**src/rtl/sum_responder_pkg.sv**
```systemverilog
// Shared types and default sizing for the sum responder and its response buffer.
package sum_responder_pkg;

  localparam int DEFAULT_WIDTH = 8;
  localparam int DEFAULT_DEPTH = 4;

  typedef enum logic {
    TAG_A = 1'b0,
    TAG_B = 1'b1
  } tag_e;

  // Width-independent part of a buffered response; ret is carried alongside it.
  typedef struct packed {
    tag_e tag;
    logic ovf;
  } resp_meta_t;

endpackage

```
**src/rtl/sum_resp_fifo.sv**
```systemverilog
// Response buffer: power-of-two FIFO, write visible on the read side one cycle after push.
// Push is ignored when full and pop when empty; count tracks simultaneous push/pop.
module sum_resp_fifo #(
  parameter int W     = 8,
  parameter int DEPTH = 4
) (
  input  logic                     clk_i,
  input  logic                     rst_ni,
  input  logic                     push_i,
  input  logic [W-1:0]             din_i,
  input  logic                     pop_i,
  output logic [W-1:0]             dout_o,
  output logic                     full_o,
  output logic                     empty_o,
  output logic [$clog2(DEPTH):0]   count_o
);

  localparam int AW = $clog2(DEPTH);
  localparam int CW = AW + 1;

  logic [W-1:0]  mem_q [DEPTH];
  logic [AW-1:0] wr_ptr_q, wr_ptr_d;
  logic [AW-1:0] rd_ptr_q, rd_ptr_d;
  logic [CW-1:0] count_q, count_d;
  logic          do_push, do_pop;

  assign full_o  = (count_q == CW'(DEPTH));
  assign empty_o = (count_q == '0);
  assign count_o = count_q;
  assign dout_o  = mem_q[rd_ptr_q];

  assign do_push = push_i & ~full_o;
  assign do_pop  = pop_i & ~empty_o;

  // Pointers wrap naturally because DEPTH is a power of two.
  always_comb begin
    wr_ptr_d = wr_ptr_q + AW'(do_push);
    rd_ptr_d = rd_ptr_q + AW'(do_pop);
    count_d  = count_q + CW'(do_push) - CW'(do_pop);
  end

  always_ff @(posedge clk_i or negedge rst_ni) begin
    if (!rst_ni) begin
      wr_ptr_q <= '0;
      rd_ptr_q <= '0;
      count_q  <= '0;
    end else begin
      wr_ptr_q <= wr_ptr_d;
      rd_ptr_q <= rd_ptr_d;
      count_q  <= count_d;
    end
  end

  always_ff @(posedge clk_i) begin
    if (do_push) begin
      mem_q[wr_ptr_q] <= din_i;
    end
  end

endmodule

```
**src/rtl/sum_responder.sv**
```systemverilog
// Two-port adder with round-robin call arbitration and an in-order response buffer (latency 1).
// Callers stall while the buffer is full; SUM_RESPONDER_SAT_EN saturates ret on carry out.
module sum_responder
  import sum_responder_pkg::*;
#(
  parameter int WIDTH = DEFAULT_WIDTH,
  parameter int DEPTH = DEFAULT_DEPTH
) (
  input  logic                   clock,
  input  logic                   rst_n,
  input  logic                   a_valid,
  output logic                   a_ready,
  input  logic [WIDTH-1:0]       a_arg1,
  input  logic [WIDTH-1:0]       a_arg2,
  input  logic                   b_valid,
  output logic                   b_ready,
  input  logic [WIDTH-1:0]       b_arg1,
  input  logic [WIDTH-1:0]       b_arg2,
  output logic                   resp_valid,
  input  logic                   resp_ready,
  output logic [WIDTH-1:0]       resp_ret,
  output logic                   resp_tag,
  output logic                   resp_ovf,
  output logic [$clog2(DEPTH):0] occupancy
);

  localparam int EW = WIDTH + $bits(resp_meta_t);

  tag_e             last_grant_q, last_grant_d;
  logic             grant_a, grant_b, accept;
  logic             full, empty, pop;
  logic [WIDTH-1:0] op1, op2, ret, head_ret;
  logic [WIDTH:0]   sum;
  resp_meta_t       meta_in, meta_out;
  logic [EW-1:0]    push_dat, head_dat;

  always_comb begin
    grant_a = a_valid & (~b_valid | (last_grant_q == TAG_B));
    grant_b = b_valid & (~a_valid | (last_grant_q == TAG_A));
  end

  // rst_n gating keeps both readies low for the whole reset window.
  assign a_ready = grant_a & ~full & rst_n;
  assign b_ready = grant_b & ~full & rst_n;
  assign accept  = (a_valid & a_ready) | (b_valid & b_ready);

  always_comb begin
    op1 = b_ready ? b_arg1 : a_arg1;
    op2 = b_ready ? b_arg2 : a_arg2;
    sum = {1'b0, op1} + {1'b0, op2};
`ifdef SUM_RESPONDER_SAT_EN
    ret = sum[WIDTH] ? '1 : sum[WIDTH-1:0];
`else
    ret = sum[WIDTH-1:0];
`endif
    meta_in     = '0;
    meta_in.tag = b_ready ? TAG_B : TAG_A;
    meta_in.ovf = sum[WIDTH];
    push_dat    = {ret, meta_in};
  end

  always_comb begin
    last_grant_d = last_grant_q;
    if (accept) begin
      last_grant_d = meta_in.tag;
    end
  end

  always_ff @(posedge clock or negedge rst_n) begin
    if (!rst_n) begin
      last_grant_q <= TAG_B;
    end else begin
      last_grant_q <= last_grant_d;
    end
  end

  sum_resp_fifo #(
    .W     (EW),
    .DEPTH (DEPTH)
  ) u_fifo (
    .clk_i   (clock),
    .rst_ni  (rst_n),
    .push_i  (accept),
    .din_i   (push_dat),
    .pop_i   (pop),
    .dout_o  (head_dat),
    .full_o  (full),
    .empty_o (empty),
    .count_o (occupancy)
  );

  assign {head_ret, meta_out} = head_dat;

  assign resp_valid = ~empty;
  assign pop        = resp_valid & resp_ready;
  assign resp_ret   = resp_valid ? head_ret : '0;
  assign resp_tag   = resp_valid & (meta_out.tag == TAG_B);
  assign resp_ovf   = resp_valid & meta_out.ovf;

endmodule

```
**config.mk**
```make
export PLATFORM = sky130hd
export DESIGN_NAME = sum_responder
export DESIGN_NICKNAME = d
export VERILOG_FILES = /design/src/rtl/sum_responder_pkg.sv /design/src/rtl/sum_resp_fifo.sv /design/src/rtl/sum_responder.sv
export SDC_FILE = /design/constraint.sdc
export NUM_CORES = 1
export LEC_CHECK = 0
export CORE_ASPECT_RATIO = 0.6
export CORE_UTILIZATION = 45
export DETAILED_ROUTE_END_ITERATION = 8
export PLACE_DENSITY = 0.75
export REMOVE_ABC_BUFFERS = 1
export SETUP_SLACK_MARGIN = 0.1
export SLEW_MARGIN = 10
export SYNTH_ARGS = -nofsm -noshare
export SYNTH_HDL_FRONTEND = slang
export SYNTH_SLANG_ARGS = --single-unit
```
**constraint.sdc**
```tcl
create_clock -name clock -period 3.8 [get_ports clock]
set_input_delay 0.76 -clock clock [delete_from_list [all_inputs] [get_ports clock]]
set_output_delay 0.76 -clock clock [all_outputs]
set_load 0.05 [all_outputs]
```
After elaboration in Yosys (flattened, before gate mapping) --
Memory sizes are Yosys's and may differ from the RTL's. Index checks and enable logic that the tools add are counted.
Operators by class: add/subtract/negate cells 5, bitwise gates (word level) 21, reductions and logical operators 1, muxes and demuxes 6, equal/unequal tests 1
Operator list (number):
- 8-bit two-way mux | 3
- 1-bit AND | 13
- 8-bit by 8-bit adder with 9-bit output | 1
- 1-bit NOT | 5
- 2-bit by 1-bit adder with 2-bit output | 2
- 3-bit by 1-bit adder with 3-bit output | 1
- 3-bit equality test (second input constant) | 1
- 3-bit zero test | 1
- 1-bit two-way mux | 3
- 1-bit OR | 3
- 3-bit by 1-bit subtractor with 3-bit output | 1
Storage, ports and cells: word-level logic and storage cells 39, input port bits 37, flip-flop bits (word level) 8, bits in writable memories 40, output and inout port bits 16, memories kept 1
Memories:
- u_fifo.mem_q | words 4, bits a word 10, rd ports 1, clocked after Yosys merged registers in 0, write ports 1, RTL line sum_resp_fifo.sv:21 | logic [W-1:0] mem_q [DEPTH];

Depth between registers and ports, before layout --
depth after elaboration 10, gate-level depth with buffers 12, depth with buffers taken out 10

By module --
From an unflattened synthesis, not the netlist that was laid out.
Second synthesis, totals: cell total of the unflattened synthesis 167, area, all modules 2563.7 um2
Modules (own cells, without submodules):
- sum_resp_fifo | sequential area each 1376.3 um2, area each 1835.5 um2, times used 1, cells each 83
- sum_responder | sequential area each 26.3 um2, area each 728.2 um2, times used 1, cells each 84

Least setup slack after synthesis --
Ideal clock, no wire load.
kind register to register, start register u_fifo.count_q[1] (netlist: u_fifo.count_o[1]), end memory u_fifo.mem_q[0][0] (netlist name), data pin, data required time 3.539 ns, library setup time 0.261 ns, stages on the path, launching flop included 12, path buffers 2, data arrival time 2.978 ns, path slack 0.561 ns, period minus slack after synthesis 3.239 ns, path through dfrtp_1 > nor2_2 > a21boi_2 > and3_1 > buf_6 > buf_12 > mux2_4 > ha_1 > fa_1 > a21oi_1 > o31ai_1 > a31o_2
RTL lines:
- start: declaration | RTL line sum_resp_fifo.sv:24 | logic [CW-1:0] count_q, count_d;
- start signal: assignment | RTL line sum_resp_fifo.sv:50 | count_q <= count_d;
- end: declaration | RTL line sum_resp_fifo.sv:21

==> results.cfg <==
[clocking]
cts-root-buf = clkbuf_8
cts_tree = done
cts.htree.levels = 2
cts_made_buffers = 5
clk_pin_slew_ns = 0.09
clk_path_buf_depth = 2
ctsHoldBuffers = 0
cts_resized = 0
clk_latency_ns = 0.30
cts_setup_buffers = 0
clock_sinks = 48

[status]
violations = design-rule violations
status = complete, but fails checks

[finish]
final_cell_mix = clkdlybuf4s50_1, edfxtp_1, ha_1
final_common_cell = clkdlybuf4s50_1
drive_gt1_share_pct = 21.8
area.growth.synth_to_final_pct = 29.0
postLayoutCellArea_sq_um = 3200
fillCellCount = 373
finalNetCount = 270
num_antenna_cells = 0
fin_cells = 286

[worst_setup_path]
critical_path_depth = 10
r2r_slack_ns = 0.76
cp.arrival_ns = 3.50
r2r-end = u_fifo.mem_q[3][0]
reg2reg_from = u_fifo.count_o[1]
reg2reg_depth = 10
worst_setup_path_start_kind = input pin
worst-path-buf-inv = 2
worstPathCellList = clkdlybuf4s50_1 > a21boi_2 > and3_1 > buf_12 > mux2_4 > ha_1 > fa_1 > a21oi_1 > o31ai_1 > a31o_2
slowest_stage = clkdlybuf4s50_1
critPathRequiredTime_ns = 3.85
crit_type = input pin to flop
cp-startpoint = rst_n
cp_max_fo = 21
crit_path_max_incr_delay_ns = 0.47
crit_path_end_kind = flop
critical_path.top_delay_family = compound AO/OA/AOI/OAI gates

[sta]
tightest_slew_ns = 0.664
finalHoldViolations = 0
finClkSkew_ns = 0.00802
setup_tns_ns = 0
setup_viol = 0
worst_slack_ns = 0.355
max_slew_margin_pct = 55.7
finalCriticalPeriod_ns = 3.45
grt_setup_unrepaired = false
fmax_mhz = 290
hold_slack_ns = 0.554
finalCritPeriodShare_pct = 90.7
drv_slew = 0

[global_route]
grt_pass1_wl_um = 7480
grt_pass1_vias = 1528
gr-total-overflow = 0
track_usage_pct = 17.9
grt_max_degree = 22
antenna_found_initial = 0

[floorplan]
io_pins = 53
start_util_pct = 47.8
die-area_sq_um = 5820
rows = 20
core_sq_um = 5180
die_w_um = 97.8
die_h_um = 59.5

[power_and_ir_drop]
power_density_nw_per_um2 = 764
p_leak_uw = 0.00121
ir_drop_mv = 0.259

[detailed_routing]
vias = 1488
via_per_inst = 5.20
initialDrtViolationCount = 80
drc = 1
routed_wl_um = 4660
ant_nets = 0
firstDrtPassIters = 6
wl_per_cell_um = 16.3

[yosys]
ys_warn_count = 0
synth.distinct_cells = 37
async_flop_share_pct = 16.7
yosysSeqAreaShare_pct = 56.6
syn_inst = 158
synth_edf_count = 40
ys_seq_elements = 48
syn_area_sq_um = 2480
avgSynthCellArea_sq_um = 15.7
synth-main-ff-cell = edfxtp_1

[min_path]
min_path_type = flop to flop
holdPathStages = 1
hold-path-endpoint = u_fifo.count_o[2]
holdCritStartpoint = u_fifo.count_o[2]

[placed_design]
hpwl_um = 3460
port_buffers = 52
dp.cells = 278
placed_area_sq_um = 3110
preCtsSetupSlack_ns = 0.0312
gp_congestion = 0.735

[run]
maxCapViolations = 0
## layer usage
metal  up-vias  global-route usage [%]  part of all wire (%)
li1        718                       -                     -
met1       705                    24.2                    46
met2        63                    29.6                    46
met3         2                    3.77                   7.2
met4         0                    5.84                  0.30
met5         -                       0                     0
## flip-flops by register name, indices dropped and copies added (netlist names)
signal	flops
u_fifo.wr_ptr_q	2
last_grant_q	1
u_fifo.rd_ptr_q	2
u_fifo.count_o	3
u_fifo.mem_q	40
## Yosys cell counts (2+ instances only)
| cell | n | area, sq um |
|---|---|---|
| and3_1 | 2 | 12.5 |
| nor3b_1 | 2 | 15.0 |
| nand2_1 | 3 | 11.3 |
| fa_1 | 2 | 40.0 |
| mux2_4 | 9 | 135 |
| a21oi_1 | 6 | 30.0 |
| mux2_2 | 7 | 78.8 |
| edfxtp_1 | 40 | 1200 |
| nor3_1 | 2 | 10.0 |
| ha_1 | 12 | 150 |
| xor2_1 | 4 | 35.0 |
| nor2_1 | 2 | 7.51 |
| dfrtp_1 | 7 | 175 |
| xnor2_1 | 5 | 43.8 |
| mux4_2 | 10 | 225 |
| nor2b_1 | 11 | 68.8 |
| inv_1 | 10 | 37.5 |
| a21o_1 | 3 | 22.5 |
| clkbuf_1 | 2 | 7.51 |
| o21ai_0 | 2 | 10.0 |
## logic make-up (layout without fill, tap and decap cells)
group / Yosys count / after routing / synth area share (%)
adder cells (fa/ha/maj): 14 / 14 / 7.68
flip-flops: 48 / 48 / 56.6
multiplexers: 26 / 26 / 17.7
AND/OR/NAND/NOR: 27 / 27 / 6.26
buffers and inverters: 15 / 77 / 3.28
XOR/XNOR: 9 / 9 / 3.18
AO/OA/AOI/OAI: 19 / 19 / 5.25
## cell type report
class / instances / area [sq um] / area share [%]
multi-input cells: 95 / 993 / 31.1
flip-flops and latches: 48 / 1400 / 43.9
well taps: 66 / 82.6 / 2.58
clock buffers: 5 / 68.8 / 2.15
repair buffers: 59 / 593 / 18.6
clock inverters: 3 / 18.8 / 0.587
inverters: 10 / 37.5 / 1.17
## worst max-delay path by stage
stage                              end  slack (ns)
floorplan           u_fifo.mem_q[0][0]      -0.003
global placement    u_fifo.mem_q[0][0]        0.18
detailed placement  u_fifo.mem_q[2][0]        0.03
CTS                 u_fifo.mem_q[3][0]        0.36
global route        u_fifo.mem_q[0][0]        0.24
finish              u_fifo.mem_q[3][0]        0.35
## stage by stage
| step | power, uW | utilization, % |
|---|---|---|
| 6_report | 2440 | 61.7 |
| 5_1_grt | 2580 | 61.7 |
| 4_1_cts | 2470 | 61.7 |
| 3_5_place_dp | 2170 | 60.0 |
| 3_3_place_gp | 2130 | 60.0 |
| 2_1_floorplan | 1740 | - |
## power by group
group	internal (uW)	switching (uW)	leakage, uW	total (uW)
registers	761	121	0.000458	882
clock network	128	163	0.0000479	291
logic	542	728	0.000705	1270
total	1430	1010	0.00121	2440
No activity file was read; power rests on OpenSTA's default activity.
